### src/rtl/cpu_pkg.sv
// Shared encodings for the multicycle RV32I-subset core: FSM states, ALU
// commands, opcodes and datapath select codes.
package cpu_pkg;

    typedef enum logic [3:0] {
        FETCH    = 4'd0,
        DECODE   = 4'd1,
        MEMADR   = 4'd2,
        MEMREAD  = 4'd3,
        MEMWB    = 4'd4,
        MEMWRITE = 4'd5,
        EXECR    = 4'd6,
        EXECI    = 4'd7,
        ALUWB    = 4'd8,
        BEQ      = 4'd9,
        JAL      = 4'd10,
        TRAP     = 4'd11
    } state_t;

    localparam logic [2:0] ALU_ADD = 3'b000;
    localparam logic [2:0] ALU_SUB = 3'b001;
    localparam logic [2:0] ALU_AND = 3'b010;
    localparam logic [2:0] ALU_OR  = 3'b011;
    localparam logic [2:0] ALU_SLT = 3'b101;

    localparam logic [1:0] ALUOP_ADD   = 2'b00;
    localparam logic [1:0] ALUOP_SUB   = 2'b01;
    localparam logic [1:0] ALUOP_FUNCT = 2'b10;

    localparam logic [6:0] OP_LOAD  = 7'b0000011;
    localparam logic [6:0] OP_STORE = 7'b0100011;
    localparam logic [6:0] OP_RTYPE = 7'b0110011;
    localparam logic [6:0] OP_ITYPE = 7'b0010011;
    localparam logic [6:0] OP_BEQ   = 7'b1100011;
    localparam logic [6:0] OP_JAL   = 7'b1101111;

    localparam logic [1:0] IMM_I = 2'b00;
    localparam logic [1:0] IMM_S = 2'b01;
    localparam logic [1:0] IMM_B = 2'b10;
    localparam logic [1:0] IMM_J = 2'b11;

    localparam logic [1:0] RES_ALUOUT = 2'b00;
    localparam logic [1:0] RES_DATA   = 2'b01;
    localparam logic [1:0] RES_ALU    = 2'b10;

    localparam logic [1:0] SRCA_PC    = 2'b00;
    localparam logic [1:0] SRCA_OLDPC = 2'b01;
    localparam logic [1:0] SRCA_RS1   = 2'b10;

    localparam logic [1:0] SRCB_RS2  = 2'b00;
    localparam logic [1:0] SRCB_IMM  = 2'b01;
    localparam logic [1:0] SRCB_FOUR = 2'b10;

endpackage

### src/rtl/alu_decoder.sv
// Combinational ALU command decoder; flags funct3 values the core does not
// implement so the FSM can trap.
module alu_decoder
    import cpu_pkg::*;
(
    input  logic [1:0] alu_op,
    input  logic [2:0] funct3,
    input  logic       funct7b5,
    input  logic       op5,
    output logic [2:0] alu_control,
    output logic       dec_illegal
);

    always_comb begin
        alu_control = ALU_ADD;
        dec_illegal = 1'b0;
        case (alu_op)
            ALUOP_SUB: alu_control = ALU_SUB;
            ALUOP_FUNCT: begin
                case (funct3)
                    // op5 separates R-type sub from addi, whose bit 30 is immediate
                    3'b000:  alu_control = (funct7b5 & op5) ? ALU_SUB : ALU_ADD;
                    3'b010:  alu_control = ALU_SLT;
                    3'b110:  alu_control = ALU_OR;
                    3'b111:  alu_control = ALU_AND;
                    default: dec_illegal = 1'b1;
                endcase
            end
            default: alu_control = ALU_ADD;
        endcase
    end

endmodule

### src/rtl/multicycle_controller.sv
// Control FSM for the multicycle core: sequences fetch/decode/execute and
// drives every datapath select and enable combinationally from the state.
module multicycle_controller #(
    parameter logic RESET_PC_WRITE = 1'b0
) (
    input  logic       clk,
    input  logic       rst_n,
    input  logic [6:0] op,
    input  logic [2:0] funct3,
    input  logic       funct7b5,
    input  logic       zero,
    input  logic       mem_ready,
    output logic       mem_req,
    output logic       adr_src,
    output logic       mem_write,
    output logic       ir_write,
    output logic       pc_write,
    output logic       reg_write,
    output logic [1:0] result_src,
    output logic [1:0] alu_src_a,
    output logic [1:0] alu_src_b,
    output logic [1:0] imm_src,
    output logic [2:0] alu_control,
    output logic       illegal
);
    import cpu_pkg::*;

    state_t     state_q, state_d;
    logic [1:0] alu_op;
    logic [2:0] dec_alu;
    logic       dec_illegal;

    assign alu_op = (state_q == EXECR || state_q == EXECI) ? ALUOP_FUNCT : ALUOP_ADD;

    alu_decoder u_alu_decoder (
        .alu_op      (alu_op),
        .funct3      (funct3),
        .funct7b5    (funct7b5),
        .op5         (op[5]),
        .alu_control (dec_alu),
        .dec_illegal (dec_illegal)
    );

    always_comb begin
        state_d     = state_q;
        mem_req     = 1'b0;
        adr_src     = 1'b0;
        mem_write   = 1'b0;
        ir_write    = 1'b0;
        pc_write    = 1'b0;
        reg_write   = 1'b0;
        result_src  = RES_ALUOUT;
        alu_src_a   = SRCA_PC;
        alu_src_b   = SRCB_RS2;
        imm_src     = IMM_I;
        alu_control = ALU_ADD;
        illegal     = 1'b0;
        case (state_q)
            FETCH: begin
                mem_req    = 1'b1;
                alu_src_b  = SRCB_FOUR;
                result_src = RES_ALU;
                ir_write   = mem_ready;
                pc_write   = mem_ready;
                if (mem_ready) state_d = DECODE;
            end
            DECODE: begin
                // branch target precomputed here so BEQ only has to compare
                alu_src_a = SRCA_OLDPC;
                alu_src_b = SRCB_IMM;
                imm_src   = IMM_B;
                case (op)
                    OP_LOAD, OP_STORE: state_d = MEMADR;
                    OP_RTYPE:          state_d = EXECR;
                    OP_ITYPE:          state_d = EXECI;
                    OP_BEQ:            state_d = BEQ;
                    OP_JAL:            state_d = JAL;
                    default:           state_d = TRAP;
                endcase
            end
            MEMADR: begin
                alu_src_a = SRCA_RS1;
                alu_src_b = SRCB_IMM;
                if (op == OP_STORE) begin
                    imm_src = IMM_S;
                    state_d = MEMWRITE;
                end else begin
                    state_d = MEMREAD;
                end
            end
            MEMREAD: begin
                mem_req = 1'b1;
                adr_src = 1'b1;
                if (mem_ready) state_d = MEMWB;
            end
            MEMWB: begin
                result_src = RES_DATA;
                reg_write  = 1'b1;
                state_d    = FETCH;
            end
            MEMWRITE: begin
                mem_req   = 1'b1;
                adr_src   = 1'b1;
                mem_write = mem_ready;
                if (mem_ready) state_d = FETCH;
            end
            EXECR: begin
                alu_src_a   = SRCA_RS1;
                alu_src_b   = SRCB_RS2;
                alu_control = dec_alu;
                state_d     = dec_illegal ? TRAP : ALUWB;
            end
            EXECI: begin
                alu_src_a   = SRCA_RS1;
                alu_src_b   = SRCB_IMM;
                imm_src     = IMM_I;
                alu_control = dec_alu;
                state_d     = dec_illegal ? TRAP : ALUWB;
            end
            ALUWB: begin
                result_src = RES_ALUOUT;
                reg_write  = 1'b1;
                state_d    = FETCH;
            end
            BEQ: begin
                alu_src_a   = SRCA_RS1;
                alu_src_b   = SRCB_RS2;
                alu_control = ALU_SUB;
                pc_write    = zero;
                state_d     = FETCH;
            end
            JAL: begin
                alu_src_a = SRCA_OLDPC;
                alu_src_b = SRCB_FOUR;
                pc_write  = 1'b1;
                state_d   = ALUWB;
            end
            TRAP: begin
                illegal = 1'b1;
            end
            default: state_d = TRAP;
        endcase
        // state is already FETCH under reset; only the enables need masking
        if (!rst_n) begin
            mem_req   = 1'b0;
            mem_write = 1'b0;
            ir_write  = 1'b0;
            reg_write = 1'b0;
            pc_write  = RESET_PC_WRITE;
        end
    end

    always_ff @(posedge clk or negedge rst_n) begin
        if (!rst_n) state_q <= FETCH;
        else        state_q <= state_d;
    end

endmodule

### config.mk
export PLATFORM = sky130hd
export DESIGN_NAME = multicycle_controller
export DESIGN_NICKNAME = d
export VERILOG_FILES = /design/src/rtl/cpu_pkg.sv /design/src/rtl/alu_decoder.sv /design/src/rtl/multicycle_controller.sv
export SDC_FILE = /design/constraint.sdc
export NUM_CORES = 1
export LEC_CHECK = 0
export CORE_AREA = 5 5 47 49
export CTS_BUF_LIST = sky130_fd_sc_hd__clkbuf_4
export DETAILED_ROUTE_END_ITERATION = 8
export DIE_AREA = 0 0 52 54
export HOLD_SLACK_MARGIN = 0.02
export PLACE_DENSITY = 0.78
export SLEW_MARGIN = 30
export SYNTH_ARGS = -nofsm -noshare
export SYNTH_HDL_FRONTEND = slang
export SYNTH_SLANG_ARGS = --single-unit
### constraint.sdc
create_clock -name clk -period 1.82 [get_ports clk]
set_input_delay 0.273 -clock clk [delete_from_list [all_inputs] [get_ports clk]]
set_output_delay 0.273 -clock clk [all_outputs]
set_load 0.005 [all_outputs]
== Word-level counts from Yosys, hierarchy flattened ==
Index checks and enable logic that the tools add are counted.

* Register bits: 4
* Logic and storage cells: 74
* Input port bits: 15

* Multiplexer cells: 31
* Reduce and logical (&&, ||, !) cells: 15
* Equal/unequal tests: 25
* Bitwise logic cells: 2

{| class="wikitable"
|+ Operators by type and width
! cell !! count
|-
| case mux 4 bit (9 select lines) || 1
|-
| case mux 4 bit (5 select lines) || 1
|-
| == test 4 x 3 -> 1 bit (second input constant) || 4
|-
| == test 4 bit (second input constant) || 4
|-
| case mux 2 bit (2 select lines) || 4
|-
| two-way mux 1 bit || 15
|-
| == test 7 x 6 -> 1 bit (second input constant) || 2
|-
| == test 7 bit (second input constant) || 2
|-
| two-way mux 4 bit || 3
|-
| case mux 3 bit (2 select lines) || 2
|-
| case mux 3 bit (4 select lines) || 1
|-
| OR reduction 2 bit || 6
|-
| OR reduction 3 bit || 3
|-
| == test 4 x 2 -> 1 bit (second input constant) || 2
|-
| OR reduction 4 bit || 2
|-
| == test 7 x 2 -> 1 bit (second input constant) || 1
|-
| == test 7 x 5 -> 1 bit (second input constant) || 1
|-
| == test 3 bit (second input constant) || 2
|-
| != test 2 bit (second input constant) || 3
|-
| == test 4 x 1 -> 1 bit (second input constant) || 1
|-
| zero test 4 bit || 1
|-
| two-way mux 2 bit || 2
|-
| AND reduction 4 bit || 1
|-
| == test 3 x 2 -> 1 bit (second input constant) || 1
|-
| other kinds (8) || 8
|}

== Depth between registers and ports, before layout ==
Gate-level depths: netlist of the first run.

* Depth after elaboration: 7
* Mapped depth: 5
* Depth with buffers taken out: 4

== By module ==
Synthesis of the first run repeated with hierarchy kept, for this count alone.

* Cell total of the unflattened synthesis: 102
* Area total of the unflattened synthesis: 709.4 um2

{| class="wikitable"
|+ Modules (own cells, without submodules)
! module !! area each (um2) !! times used !! cells each
|-
| multicycle_controller || 596.8 || 1 || 87
|-
| alu_decoder || 112.6 || 1 || 15
|}

== Worst setup path after synthesis of the first run ==
No wires, ideal clock.

* Path kind: flip-flop to output port
* Start: register state_q[2]
* End: output ir_write
* Data required time: 1.547 ns
* Arrival: 1.092 ns
* Path buffers: 2
* Stages on the path, launching flop included: 5
* Path slack: 0.455 ns
* Cell sequence: dfrtp_1 > buf_6 > or2_0 > buf_2 > nor4_1

* Cells in the longest elaborated chain, start to end: 3

{| class="wikitable"
|+ Ends and longest elaborated chain
! what !! line !! source
|-
| start: declaration || multicycle_controller.sv:28 || <nowiki>state_t state_q, state_d;</nowiki>
|-
| start signal: assignment || multicycle_controller.sv:155 || <nowiki>else state_q <= state_d;</nowiki>
|-
| zero test 4 bit || multicycle_controller.sv:58 || <nowiki>case (state_q)</nowiki>
|-
| two-way mux 1 bit || multicycle_controller.sv:58 ||
|-
| two-way mux 1 bit || multicycle_controller.sv:144 || <nowiki>if (!rst_n) begin</nowiki>
|-
| end: declaration || multicycle_controller.sv:16 || <nowiki>output logic ir_write,</nowiki>
|}

Every way passes these cells.

== Worst setup path in the final report of the first run ==
* Start: register state_q[0]
* End: output reg_write

* Cells in the longest elaborated chain, start to end: 4
* Elaborated cells on any way between the ends: 5

{| class="wikitable"
|+ Ends and longest elaborated chain
! what !! line !! source
|-
| == test 4 bit / == test 4 x 3 -> 1 bit (equally long branches) || multicycle_controller.sv:58 ||
|-
| OR reduction 2 bit (no line) (*) || - ||
|-
| two-way mux 1 bit (*) || multicycle_controller.sv:58 ||
|-
| two-way mux 1 bit (*) || multicycle_controller.sv:144 ||
|-
| end: declaration || multicycle_controller.sv:18 || <nowiki>output logic reg_write,</nowiki>
|}

Every way passes the cells marked *; elsewhere a longest branch is shown, timed or not.

==> summary.txt, run 1 <==
status -> finished clean
I/O pin cnt -> 33
largest net degree at the start of global routing -> 12
crit path time final -> 1.771 ns
Yosys top cell area share -> 0.1501
final hold violations -> 0
setup ws final -> 0.04929 ns
via count -> 1,008
CTS max path bufs -> 2
clock-pin slew on the worst setup and hold paths -> 0.04 ns
Iter 0 DRT Violations -> 37
WL final -> 2466 µm
combinational cell fraction of total power -> 0.827
Filler cells -> 160
die area -> 2808 µm²
pre-CTS WS -> -0.3215 ns
nets@finish -> 178
Synth Area in Simple Gates -> 0.4371
largest fanout on the critical path -> 11
worst endpoint data arrival time -> 1.50 ns
TritonCTS clock tree -> yes
switching share of total power -> 0.4440
core area -> 1822 µm²
post-synth top area cell -> dfrtp_1
max reg flops -> 4
CP delay by family, top -> buffers and inverters
Detailed Routing Iterations Pass 1 -> 4
# clock sinks -> 4
Clk Latency, worst-skew pair -> 0.23 ns
ys flop type -> dfrtp_1
Max-Slew Margin vs Limit -> 0.7712
htree depth -> 1
Die Wd -> 52 µm
routed len/inst -> 13.12 µm
Tot GR Track Use -> 0.1893
initial antenna violation count -> 0
Cell Count, Final, Fillers Out -> 188
mux share of post-synthesis cell area -> 0
# hold bufs at CTS -> 0
CP max stage delay -> 0.43 ns
Flop pwr share -> 0.114
Yosys reg bits -> 4
syn_nets -> 119
PortBufs -> 32
Placed Cells -> 180
Startpoint Class -> flop
Critical-path top delay cell -> dfrtp_2
maximum vdd drop -> 0.6265 mV
ranking of synthesized cells by area -> dfrtp_1, nor3_1, nor2_1, buf_2, nor3b_1
worst hold path class -> in -> async
XOR/XNOR Fraction of Synth Area -> 0.03940
number of vias per cell -> 5.362
CP endpoint kind -> primary output
crit share post-route -> 0.9729
worst path cell trace -> buf_6 -> buf_4 -> nor2_4 -> nand2_1 -> a21oi_1 -> dlygate4sd2_1
Lkg Pwr -> 0.0005866 µW
initial core utilization -> 0.3661
routability cong. -> 0.8705
Multi-input gate area -> 574.3 µm²
first-pass GRT wire length -> 4022 µm
Routed Antenna Nets -> 0
maxcap violations -> 0
Avg Inst Size Synth -> 6.412 µm²
synthesized area -> 666.9 µm²
net switching power -> 807.0 µW
Worst-Margin Slew -> 0.3389 ns
Distinct cells, synth -> 33
Req. time, crit path -> 1.55 ns
Clock power frac -> 0.059
share of cells above drive strength 1 -> 0.3540
biggest regs -> state_q x4
CTS Buf Count -> 3
P_int -> 1010 µW
number of global-route vias before repair -> 973
dpl hpwl -> 1874 µm
Fmax -> 564.7 MHz
Ys Warns -> 0
Register Area -> 103.9 µm²
sequential share of the synthesized area -> 0.1501
Biggest register -> state_q
kind of critical path -> reg -> out
final setup violation count -> 0
number of diodes -> 0
R2R setup slack -> 0.21 ns
Pwr Density -> 1420 nW/µm²
main combinational cell family by area after synthesis -> simple AND/OR/NAND/NOR gates
area growth from synthesis to layout -> 91.93%
worst path bufs/invs -> 3
Async SR Flop Fraction -> 1.000
Die Span Y -> 54 µm
post-synthesis adder-cell area fraction -> 0
# DRC -> 0
Final Skew -> 0.003642 ns
root buffer cell -> clkbuf_4
EDFF count, synth -> 0
Placement Rows -> 16
Cells after Synth -> 104
post-synthesis compound-gate area fraction -> 0.2627
Remaining Overflow, GRT -> 0
Max Transition Viols Final -> 0
logic make-up (layout without fill, tap and decap cells):
family / after synthesis / after routing
AND/OR/NAND/NOR: 56 / 56
AO/OA/AOI/OAI: 27 / 27
buffers and inverters: 14 / 71
flip-flops: 4 / 4
XOR/XNOR: 3 / 3
routing by layer:
| metal | track usage | share of wire | vias to the layer above |
|---|---|---|---|
| met5 | 0 | 0 | - |
| li1 | - | - | 490 |
| met3 | 0.02493 | 0.064 | 7 |
| met4 | 0.07424 | 0.017 | 0 |
| met1 | 0.1914 | 0.37 | 462 |
| met2 | 0.3849 | 0.55 | 49 |
final timing paths:
path	startpoint	endpoint	cells after the start
setup / recovery	state_q[0]$_DFFE_PN0P_	reg_write	6
hold / removal	rst_n	state_q[2]$_DFFE_PN0P_	3
setup reg to reg	state_q[0]$_DFFE_PN0P_	state_q[1]$_DFFE_PN0P_	6
hold reg to reg	state_q[3]$_DFFE_PN0P_	state_q[2]$_DFFE_PN0P_	3
max in group asynchronous	rst_n	state_q[0]$_DFFE_PN0P_	3
min in group clk	mem_ready	state_q[1]$_DFFE_PN0P_	4
power groups by stage:
stage | combinational [µW] | sequential (µW) | clock (µW)
after CTS | 1470 | 206 | 108
after global placement | 1330 | 210 | 0
after floorplan | 762 | 156 | 0
after detailed placement | 1360 | 211 | 0
after global routing | 1650 | 215 | 117
final | 1500 | 208 | 107
synth_stat cells, types with 4 or more instances:
master and number:
nor2_1 13, nor4_1 4, o21ai_0 7, a21oi_1 5
nor3b_1 5, buf_2 8, nor3_1 10, nand2_1 8
nand2b_1 5, dfrtp_1 4
timing repair:
item	in CTS	in global routing
pin swaps	3	2
setup endpoints to repair	18	8
setup buffers	5	0
resized for setup	39	13
per-stage QoR:
step | total power (µW) | hold slack (ns) | cell area, µm² | TNS (ns) | util
floorplan | 918.7 | -0.02259 | 666.9 | 0 | -
global placement | 1536 | 0.6953 | 1169 | -1.176 | 0.6415
detailed placement | 1572 | 0.6922 | 1169 | -1.368 | 0.6415
CTS | 1783 | 0.4634 | 1264 | -0.001262 | 0.6937
global route | 1986 | 0.4998 | 1280 | -0.04510 | 0.7026
finish | 1817 | 0.4819 | 1280 | 0 | 0.7026
worst min-delay path: cells and delay by family:
family / cells / cell delay (ns)
buf+inv: 3 / 0.76
final cells by class:
| type | count | area share |
|---|---|---|
| well taps | 27 | 0.02639 |
| inverters | 3 | 0.008798 |
| multi-input cells | 86 | 0.4487 |
| repair buffers | 65 | 0.4174 |
| clock buffers | 3 | 0.01760 |
| flip-flops and latches | 4 | 0.08113 |
cells in the final DEF, fill, tap and decap left out, types with 3 or more instances in the layout:
cell and instances:
buf_4 32, clkdlybuf4s50_1 13, dlygate4sd2_1 12, nor2_1 11
nor3_1 9, nand2_1 8, o21ai_0 6, a21oi_1 5
clkbuf_2 4, inv_1 3, nand2b_4 3, a31oi_1 3
nor3b_1 3, nand3_1 3, clkbuf_4 3, dfrtp_2 3
No activity file was read; power rests on OpenSTA's default activity.
==> inputs of run 2 (changes only) <==
Settings changed: CORE_AREA 5 5 47 49 to 2 2 44 46, DIE_AREA 0 0 52 54 to 0 0 46 48.
==> run 2 against run 1 <==
Cell count shrank 3.2%; wire length up 20%; clock power up 7%; cell area rose by 0.59%; core utilization grew 6.0 points; non-clock buffer count is 4 higher; combinational power barely moved; worst hold slack worse by 0.067 ns; via count rose by 5.6%; setup slack worse by 0.038 ns; critical endpoint is now pc_write; largest cell class is now buffers.
==> summary.txt, run 2 (synthesized netlist as in run 1, its figures left out) <==
status -> finished clean
CP startpoint -> state_q[3]$_DFFE_PN0P_
kind of critical path -> reg -> out
Worst-Margin Slew -> 0.3603 ns (+0.02142 ns)
net switching power -> 868.4 µW (+7.6%)
crit path time final -> 1.808 ns (+0.03774 ns)
area growth from synthesis to layout -> 93.06%
crit share post-route -> 0.9937 (+0.02074)
core area -> 1689 µm² (-7.3%)
biggest regs -> state_q x4
PortBufs -> 32 (unchanged)
TritonCTS clock tree -> yes
Biggest register -> state_q
I/O pin cnt -> 33 (unchanged)
Die Wd -> 46 µm (-12%)
nets@finish -> 182 (+2.2%)
Max-Slew Margin vs Limit -> 0.7568 (-0.01446)
Remaining Overflow, GRT -> 0 (unchanged)
P_int -> 977.5 µW (-3.3%)
Die Span Y -> 48 µm (-11%)
dpl hpwl -> 1973 µm (+5.3%)
Lkg Pwr -> 0.0005842 µW (-0.41%)
first-pass GRT wire length -> 4374 µm (+8.8%)
maxcap violations -> 0 (unchanged)
number of global-route vias before repair -> 942 (-3.2%)
initial core utilization -> 0.3948 (+0.02874)
worst endpoint data arrival time -> 1.54 ns (+0.04 ns)
max reg flops -> 4 (unchanged)
R2R setup slack -> 0.22 ns (about the same)
r2r worst-path depth -> 6 (unchanged)
reg2reg start -> state_q[1]$_DFFE_PN0P_
Tot GR Track Use -> 0.2763 (+0.08695)
Clk Latency, worst-skew pair -> 0.24 ns (about the same)
routed len/inst -> 16.30 µm (+24%)
Pwr Density -> 1434 nW/µm² (+0.98%)
CTS max path bufs -> 2 (unchanged)
# clock sinks -> 4 (unchanged)
hold_ws -> 0.4154 ns (-0.06655 ns)
setup ws final -> 0.01155 ns (-0.03774 ns)
Fmax -> 553.0 MHz (-2.1%)
Clock power frac -> 0.062 (+0.003)
number of vias per cell -> 5.846 (+9.0%)
Final Skew -> 0.006174 ns (+0.002532 ns)
RSZ-0062 raised after global routing -> yes
Detailed Routing Iterations Pass 1 -> 4 (unchanged)
initial antenna violation count -> 0 (unchanged)
largest net degree at the start of global routing -> 12 (unchanged)
Routed Antenna Nets -> 0 (unchanged)
maximum vdd drop -> 1.011 mV (+61%)
WL final -> 2967 µm (+20%)
largest fanout on the critical path -> 5 (-6)
Placement Rows -> 15 (-1)
Startpoint Class -> flop
most frequent cells in the layout -> buf_4, dlygate4sd2_1, clkdlybuf4s50_1
CP endpoint kind -> primary output
share of cells above drive strength 1 -> 0.3455 (-0.008583)
Filler cells -> 125 (-22%)
htree depth -> 1 (unchanged)
Flop pwr share -> 0.112 (-0.002)
most common cell after layout, fill and taps aside -> buf_4
root buffer cell -> clkbuf_4
combinational cell fraction of total power -> 0.826 (about the same)
reg2reg end -> state_q[1]$_DFFE_PN0P_
final setup violation count -> 0 (unchanged)
worst hold path class -> in -> async
Max Transition Viols Final -> 0 (unchanged)
die area -> 2208 µm² (-21%)
routability cong. -> 0.9060 (+4.1%)
via count -> 1,064 (+5.6%)
number of diodes -> 0 (unchanged)
switching share of total power -> 0.4704 (+0.02640)
final hold violations -> 0 (unchanged)
pre-CTS WS -> -0.3763 ns (-0.05483 ns)
Iter 0 DRT Violations -> 54 (+46%)
CTS Buf Count -> 3 (unchanged)
CP Capture Point -> pc_write
# DRC -> 0 (unchanged)
Req. time, crit path -> 1.55 ns (about the same)
clock-pin slew on the worst setup and hold paths -> 0.04 ns (about the same)
-- run 2: changes by cell type in the layout (fill, tap and decap cells not counted), sizes merged --
cell           before  now
dlygate4sd2        12   14
clkdlybuf4s15       1    3
clkdlybuf4s50      13   12
dlymetal6s2s        1    0
clkbuf              7    6
buf                34   37
-- run 2: metrics by stage --
stage            util  std cells  setup TNS (ns)  instance area [µm²]  total power (µW)
2_1_floorplan       -        104               0                666.9             918.7
3_3_place_gp   0.6933        172          -1.138                 1171              1535
3_5_place_dp   0.6933        172          -1.310                 1171              1591
4_1_cts        0.7444        179       -0.004082                 1257              1717
5_1_grt        0.7622        182         -0.1075                 1287              1979
6_report       0.7622        182               0                 1287              1846
-- run 2: how the worst min path moves through the flow --
stage,from,endpoint,slack (ns),cells after the start
2_1_floorplan,rst_n,state_q[0]$_DFFE_PN0P_,-0.02,0
3_5_place_dp,rst_n,state_q[1]$_DFFE_PN0P_,0.64,2
3_3_place_gp,rst_n,state_q[0]$_DFFE_PN0P_,0.65,2
5_1_grt,rst_n,state_q[1]$_DFFE_PN0P_,0.43,2
4_1_cts,rst_n,state_q[1]$_DFFE_PN0P_,0.39,2
6_report,rst_n,state_q[1]$_DFFE_PN0P_,0.42,2
-- run 2: power by group through the flow --
stage	Sequential [µW]	Clock, µW	Combinational, µW
after global routing	211	125	1640
after floorplan	156	0	762
final	207	115	1520
after CTS	198	118	1400
after detailed placement	196	0	1400
after global placement	194	0	1340
-- run 2: worst max-delay path: stages, from the launching register on --
cell and delay [ns]:
dfrtp_2 0.42, buf_4 0.15, nor3b_4 0.17, a31oi_1 0.06, o21ai_1 0.16, and3b_1 0.22
clkbuf_2 0.12
-- run 2: layout make-up --
| cell class | instances | area, µm² | share of cell area |
|---|---|---|---|
| timing repair buffer | 69 | 574.3 | 0.4461 |
| multi-input combinational | 86 | 554.3 | 0.4305 |
| sequential | 4 | 103.9 | 0.08066 |
| clock buffer | 3 | 22.52 | 0.01749 |
| inverter | 3 | 11.26 | 0.008746 |
| tap | 17 | 21.27 | 0.01652 |
-- run 2: repair_timing --
item	4_1_cts	5_1_grt
pin swaps	4	1
hold buffers	0	0
buffers inserted	4	3
gates resized for setup	38	11
endpoints found under the setup margin	18	6
-- run 2: per-layer routing --
metal | global-route usage | share of wire | up-vias
met5 | 0 | 0 | -
met4 | 0.05714 | 0.027 | 0
met3 | 0.05660 | 0.093 | 12
met2 | 0.5028 | 0.50 | 72
met1 | 0.3348 | 0.38 | 483
li1 | - | - | 497
